<file path="config.mk">
export PLATFORM = sky130hd
export DESIGN_NAME = framed_serializer
export DESIGN_NICKNAME = d
export VERILOG_FILES = /design/src/rtl/framed_serializer.sv
export SDC_FILE = /design/constraint.sdc
export NUM_CORES = 1
export LEC_CHECK = 0
export CAP_MARGIN = 20
export CORE_ASPECT_RATIO = 0.9
export CORE_MARGIN = 2
export CORE_UTILIZATION = 47
export CTS_CLUSTER_SIZE = 24
export DETAILED_ROUTE_END_ITERATION = 6
export HOLD_SLACK_MARGIN = 0.1
export PLACE_DENSITY = 0.73
export SLEW_MARGIN = 5
export SYNTH_ARGS = -nofsm -noshare
export SYNTH_HDL_FRONTEND = slang
export SYNTH_SLANG_ARGS = --single-unit
</file>
<file path="constraint.sdc">
create_clock -name clock -period 1.8 [get_ports clock]
set_input_delay 0.54 -clock clock [delete_from_list [all_inputs] [get_ports clock]]
set_output_delay 0.54 -clock clock [all_outputs]
set_load 0.05 [all_outputs]
</file>
<file path="src/rtl/framed_serializer.sv">
// framed_serializer: valid/ready word in, framed serial stream out (start, data, optional even parity, stop)
module framed_serializer #(
    parameter int DATA_WIDTH = 8,
    parameter int LSB_FIRST  = 1,
    parameter int PARITY_EN  = 1,
    parameter int BIT_CYCLES = 1
) (
    input  logic                  clock,
    input  logic                  reset,
    input  logic [DATA_WIDTH-1:0] in_data,
    input  logic                  in_valid,
    output logic                  in_ready,
    output logic                  serial_out,
    output logic                  busy,
    output logic                  frame_done
);
    localparam int CW = BIT_CYCLES > 1 ? $clog2(BIT_CYCLES) : 1;
    localparam int IW = DATA_WIDTH > 1 ? $clog2(DATA_WIDTH) : 1;
    localparam logic [CW-1:0] BC_LAST = CW'(BIT_CYCLES - 1);
    localparam logic [IW-1:0] IDX_LAST = IW'(DATA_WIDTH - 1);

    typedef enum logic [2:0] {IDLE, START, DATA, PARITY, STOP} state_t;

    state_t                state;
    logic [DATA_WIDTH-1:0] shreg;
    logic [DATA_WIDTH-1:0] shifted;
    logic                  parity;
    logic [CW-1:0]         bit_cnt;
    logic [IW-1:0]         idx;
    logic                  bit_end;
    logic                  accept;
    logic                  head;

    assign bit_end  = bit_cnt == BC_LAST;
    assign in_ready = !reset && (state == IDLE || (state == STOP && bit_end));
    assign accept   = in_valid && in_ready;
    assign head     = LSB_FIRST != 0 ? shreg[0] : shreg[DATA_WIDTH-1];
    assign shifted  = LSB_FIRST != 0 ? shreg >> 1 : shreg << 1;

    // Frame sequencer: each state holds its bit for BIT_CYCLES cycles; outputs are registered alongside the state
    always_ff @(posedge clock or posedge reset) begin
        if (reset) begin
            state      <= IDLE;
            shreg      <= '0;
            parity     <= 1'b0;
            bit_cnt    <= '0;
            idx        <= '0;
            serial_out <= 1'b1;
            busy       <= 1'b0;
            frame_done <= 1'b0;
        end else begin
            frame_done <= 1'b0;
            bit_cnt    <= (state == IDLE || bit_end) ? '0 : bit_cnt + 1'b1;
            case (state)
                START: if (bit_end) begin
                    state      <= DATA;
                    idx        <= '0;
                    serial_out <= head;
                    shreg      <= shifted;
                end
                DATA: if (bit_end) begin
                    if (idx != IDX_LAST) begin
                        idx        <= idx + 1'b1;
                        serial_out <= head;
                        shreg      <= shifted;
                    end else if (PARITY_EN != 0) begin
                        state      <= PARITY;
                        serial_out <= parity;
                    end else begin
                        state      <= STOP;
                        serial_out <= 1'b1;
                    end
                end
                PARITY: if (bit_end) begin
                    state      <= STOP;
                    serial_out <= 1'b1;
                end
                STOP: if (bit_end) begin
                    state      <= IDLE;
                    busy       <= 1'b0;
                    frame_done <= 1'b1;
                end
                default: state <= IDLE;
            endcase
            // acceptance (from IDLE or the last STOP cycle) overrides the end-of-frame return to IDLE
            if (accept) begin
                state      <= START;
                shreg      <= in_data;
                parity     <= ^in_data;
                serial_out <= 1'b0;
                busy       <= 1'b1;
            end
        end
    end
endmodule

</file>
# After elaboration in Yosys (flattened, before gate mapping)

Index checks and enable logic that the tools add are counted.

Mux-type cells: 27
Reduce and logical (&&, ||, !) cells: 17
Bitwise logic cells: 1
Add/subtract/negate cells: 2
Eq/ne operators: 15

Operator list:

| kind                | count |
|---|---|
| $mux 8              | 4 |
| $mux 3              | 8 |
| $ne 3x3->1 const B  | 7 |
| $pmux 8 s2          | 1 |
| $pmux 3 s4          | 1 |
| $reduce_and 4->1    | 3 |
| $mux 1              | 11 |
| $reduce_xor 8->1    | 1 |
| $eq 3x2->1 const B  | 2 |
| $ne 2x2->1 const B  | 3 |
| $pmux 3 s2          | 1 |
| $reduce_and 5->1    | 1 |
| $reduce_bool 2->1   | 2 |
| $reduce_bool 4->1   | 1 |
| $add 3x1->3 const B | 1 |
| $eq 3x1->1 const B  | 1 |
| $eq 3x3->1 const B  | 1 |
| $logic_and 1x1->1   | 3 |
| $logic_not 3->1     | 1 |
| $pmux 1 s3          | 1 |
| $reduce_bool 3->1   | 1 |
| $logic_or 1x1->1    | 2 |
| $ne 2x1->1 const B  | 1 |
| $reduce_and 2->1    | 1 |
| 3 further kinds     | 3 |

Register bits after elaboration: 19
Bits of input ports: 11

# Logic depth before layout (Yosys ltp)

Depth after elaboration: 7
Depth in mapped cells: 7
Gate-level depth less buffers: 6

# Least setup slack after synthesis

Ideal clock, no wire load.

Kind: input -> register
Start point: input port reset
End point: register shreg[6]
Stages on the path: 5
Path buffers: 1
Data required time: 1667 ps
Path slack: -252 ps
Arrival time: 1919 ps
Setup time: 133 ps
Cell sequence: a2111oi_4 > nand2_2 > buf_2 > o22ai_1 > a2bb2oi_1

Word-level cells in the longest chain between the ends: 5

RTL lines:

| what                                                             | line | source |
|---|---|---|
| start: declaration                                               | 9    | `input logic reset,` |
| $logic_not 1->1 (no line) (*)                                    | n/a  |  |
| $logic_and 1x1->1 (*)                                            | 35   | `assign in_ready = !reset && (state == IDLE \|\| (state == STOP && bit_end));` |
| $logic_and 1x1->1 (*)                                            | 36   | `assign accept = in_valid && in_ready;` |
| $ne 3x3->1 (no line) / $reduce_bool 3->1 (equally long branches) | n/a  |  |
| $reduce_and 4->1 (no line)                                       | n/a  |  |
| end signal: assignment                                           | 59   | `shreg <= shifted;` |
| end signal: assignment                                           | 65   | `shreg <= shifted;` |
| end signal: assignment                                           | 88   | `shreg <= in_data;` |
| end: declaration                                                 | 25   | `logic [DATA_WIDTH-1:0] shreg;` |

Mark *: on every way between the ends. The rest lies on a longest branch, timed or not.
A chain may end at the register's enable or synchronous reset.

# Final worst setup path

Start point: register state[2]
End point: output port in_ready

Word-level cells in the longest chain between the ends: 4

RTL lines:

| what                     | line | source |
|---|---|---|
| start: declaration       | 24   | `state_t state;` |
| start signal: assignment | 43   | `state <= IDLE;` |
| start signal: assignment | 56   | `state <= DATA;` |
| start signal: assignment | 67   | `state <= PARITY;` |
| $eq 3x3->1               | 35   |  |
| $logic_and 1x1->1        | 35   |  |
| $logic_or 1x1->1 (*)     | 35   |  |
| $logic_and 1x1->1 (*)    | 35   |  |
| end: declaration         | 12   | `output logic in_ready,` |

Marked as above.

==> results.sh <==
export IMPL_fin_ws_ps=-115
export IMPL_critPathMaxStageDelay_ps=420
export IMPL_cp_arrival_ps=1380
export IMPL_ys_ff_latch=19
export IMPL_cp_start_kind="flop"
export IMPL_ys_seq_area_share_pct=47.0
export IMPL_syn_inst=93
export IMPL_dr_pass1_iters=4
export IMPL_synth_edf_count=0
export IMPL_die_w_um=53.0
export IMPL_io_buffers=14
export IMPL_ys_flop_type="dfrtp_1"
export IMPL_final_period_utilization_pct=106
export IMPL_grt_pass1_wl_mm=3.56
export IMPL_path_buf_inv=2
export IMPL_area_growth_pct=31.7
export IMPL_place_area_um2=1260
export IMPL_antenna_found_initial=0
export IMPL_antennaDiodeCount=0
export IMPL_fin_crit_ps=1920
export IMPL_outcome="finished with violations"
export IMPL_cp_end_kind="output pin"
export IMPL_routed_wl_mm=2.22
export IMPL_max_freq_mhz=522
export IMPL_fin_tns_setup_ps=-115
export IMPL_clock_sink_count=19
export IMPL_cp_max_fo=3
export IMPL_ctsHtreeMaxLevel=1
export IMPL_ant_nets=0
export IMPL_leakagePower_nw=0.557
export IMPL_drive_gt1_share_pct=26.7
export IMPL_ir_worst_vdd_mv=0.884
export IMPL_cp_cell_sequence="a2111oi_4 -> buf_4 -> buf_12"
export IMPL_drt_iter0_drc=8
export IMPL_holdWs_ps=413
export IMPL_cts_buffers=3
export IMPL_synth_warnings=0
export IMPL_cts_tree="done"
export IMPL_drv_cap=0
export IMPL_grt_max_degree=14
export IMPL_die_h_um=48.1
export IMPL_grt_use_total_pct=20.2
export IMPL_finalWeightedCongestion=0.692
export IMPL_setup_worst_path_class="reg -> out"
export IMPL_avgSynthCellArea_um2=10.9
export IMPL_setup_viol=1
export IMPL_num_rows=15
export IMPL_final_nets=134
export IMPL_synthArstFlopShare_pct=100
export IMPL_dpl_hpwl_mm=1.65
export IMPL_route_detailed_wl_per_inst_um=15.3
export IMPL_syn_num_nets=106
export IMPL_final_cell_area_um2=1340
export IMPL_hold_viol=0
export IMPL_grt_overflow=0
export IMPL_insertion_delay_ps=300
export IMPL_dieArea_um2=2540
export IMPL_synth_area_um2=1010
export IMPL_finalMaxSlewViolations=0
export IMPL_rsz0062_at_grt="true"
export IMPL_initial_utilization_pct=51.4
export IMPL_critPathTopFamily="flip-flops"
export IMPL_violations="setup timing"
export IMPL_grt_pass1_vias=781
export IMPL_vias_per_cell=5.61
export IMPL_fin_skew_ps=15.1
export IMPL_core_area_um2=1970
export IMPL_route_detailed_drc=0
export IMPL_yosysUniqueCellTypes=33
export IMPL_cts_buffer_depth=2
export IMPL_holdCritPathClass="in -> async"
export IMPL_cellPowerDensity_nw_per_um2=1550
export IMPL_clk_pin_slew_worst_paths_ps=110
export IMPL_via_count=813
export IMPL_ioPinCount=15
export IMPL_clockRootBuffer="clkbuf_4"
export IMPL_crit_slowest_cell="dfrtp_1"
export IMPL_required_ps=1260
-- Yosys cell counts (all sizes together) (3+ instances only) --
cell type,number,share of area [%]
dfrtp,18,44
xnor2,8,6.9
a2bb2oi,7,6.0
nand2,5,2.1
nor2b,3,1.9
o21ai,7,3.5
inv,3,1.1
nor2,4,1.5
buf,5,3.0
o22ai,7,4.3
-- flip-flops by register name, summed over array words and instances (netlist names) --
signal      cells
bit_cnt         1
busy            1
frame_done      1
idx             3
parity          1
serial_out      1
shreg           8
state           3
-- layout make-up --
type | instances | area (um^2)
Clock buffer | 4 | 26.3
Fill cell | 161 | 636
Inverter | 3 | 11.3
Multi-Input combinational cell | 65 | 520
Sequential cell | 19 | 479
Tap cell | 25 | 31.3
Timing Repair Buffer | 29 | 267
-- worst paths after layout --
check                         start         end  slack, ps  cells after the start
setup / recovery           state[2]    in_ready       -120                      3
hold / removal                reset  frame_done        410                      3
setup reg to reg             idx[0]    shreg[3]         80                      7
hold reg to reg              parity      parity        510                      2
max in group asynchronous     reset  serial_out       1170                      3
min in group clock           parity      parity        510                      2
-- layout by cell type (no fill, tap or decap), drive strengths merged, types with 2 or more instances in the layout --
cell / n
nor2: 4
o21ai: 7
clkdlybuf4s50: 9
clkbuf: 4
nor2b: 3
a21boi: 2
dfrtp: 18
inv: 3
a2bb2oi: 7
nand2: 5
o31ai: 2
o22ai: 7
nand3: 2
nand2b: 2
buf: 19
or4b: 2
xnor2: 8
o21bai: 2
ha: 2
-- metal layers --
layer,track usage [%],vias to the layer above,part of all wire (%)
li1,-,391,-
met1,26.0,402,46
met2,32.0,14,49
met3,5.94,6,3.0
met4,9.23,0,1.5
met5,0,-,0
-- tightest hold or removal path, cell delays in order --
cell           delay, ps
dlygate4sd2_1        260
inv_1                 90
buf_4                180
-- metrics by stage --
stage                     utilization (%)  instances  power [mW]  setup slack, ps
final                                67.7        145        2.08             -115
after global routing                 67.7        145        2.22             -193
after CTS                            65.9        144        2.04             -137
after detailed placement             64.1        139        1.80             -259
after global placement               64.1        139        1.76             -253
after floorplan                         -         93        1.45             -171
-- kinds of logic (layout without fill, tap and decap cells) --
family,after synthesis,count (layout),synth area share [%]
compound gates,30,30,24.0
xor+xnor,9,9,7.78
fa+ha+maj,2,2,2.47
buf+inv,9,36,4.44
flops,19,19,47.0
other cells,1,1,0.370
simple gates,23,23,14.0
-- where the power goes --
part / total, mW / internal (mW) / switching [mW]
logic: 1.14 / 0.585 / 0.559
clock network: 0.212 / 0.0864 / 0.125
registers: 0.720 / 0.600 / 0.120
-- repair_timing --
item                                    4_1_cts  5_1_grt
buffers inserted                              1        1
endpoints found under the setup margin        1       10
resized for setup                             3        5
pin swaps                                     1        1
cloned                                        0        0
hold buffers                                  0        0
No activity file was read; power rests on OpenSTA's default activity.
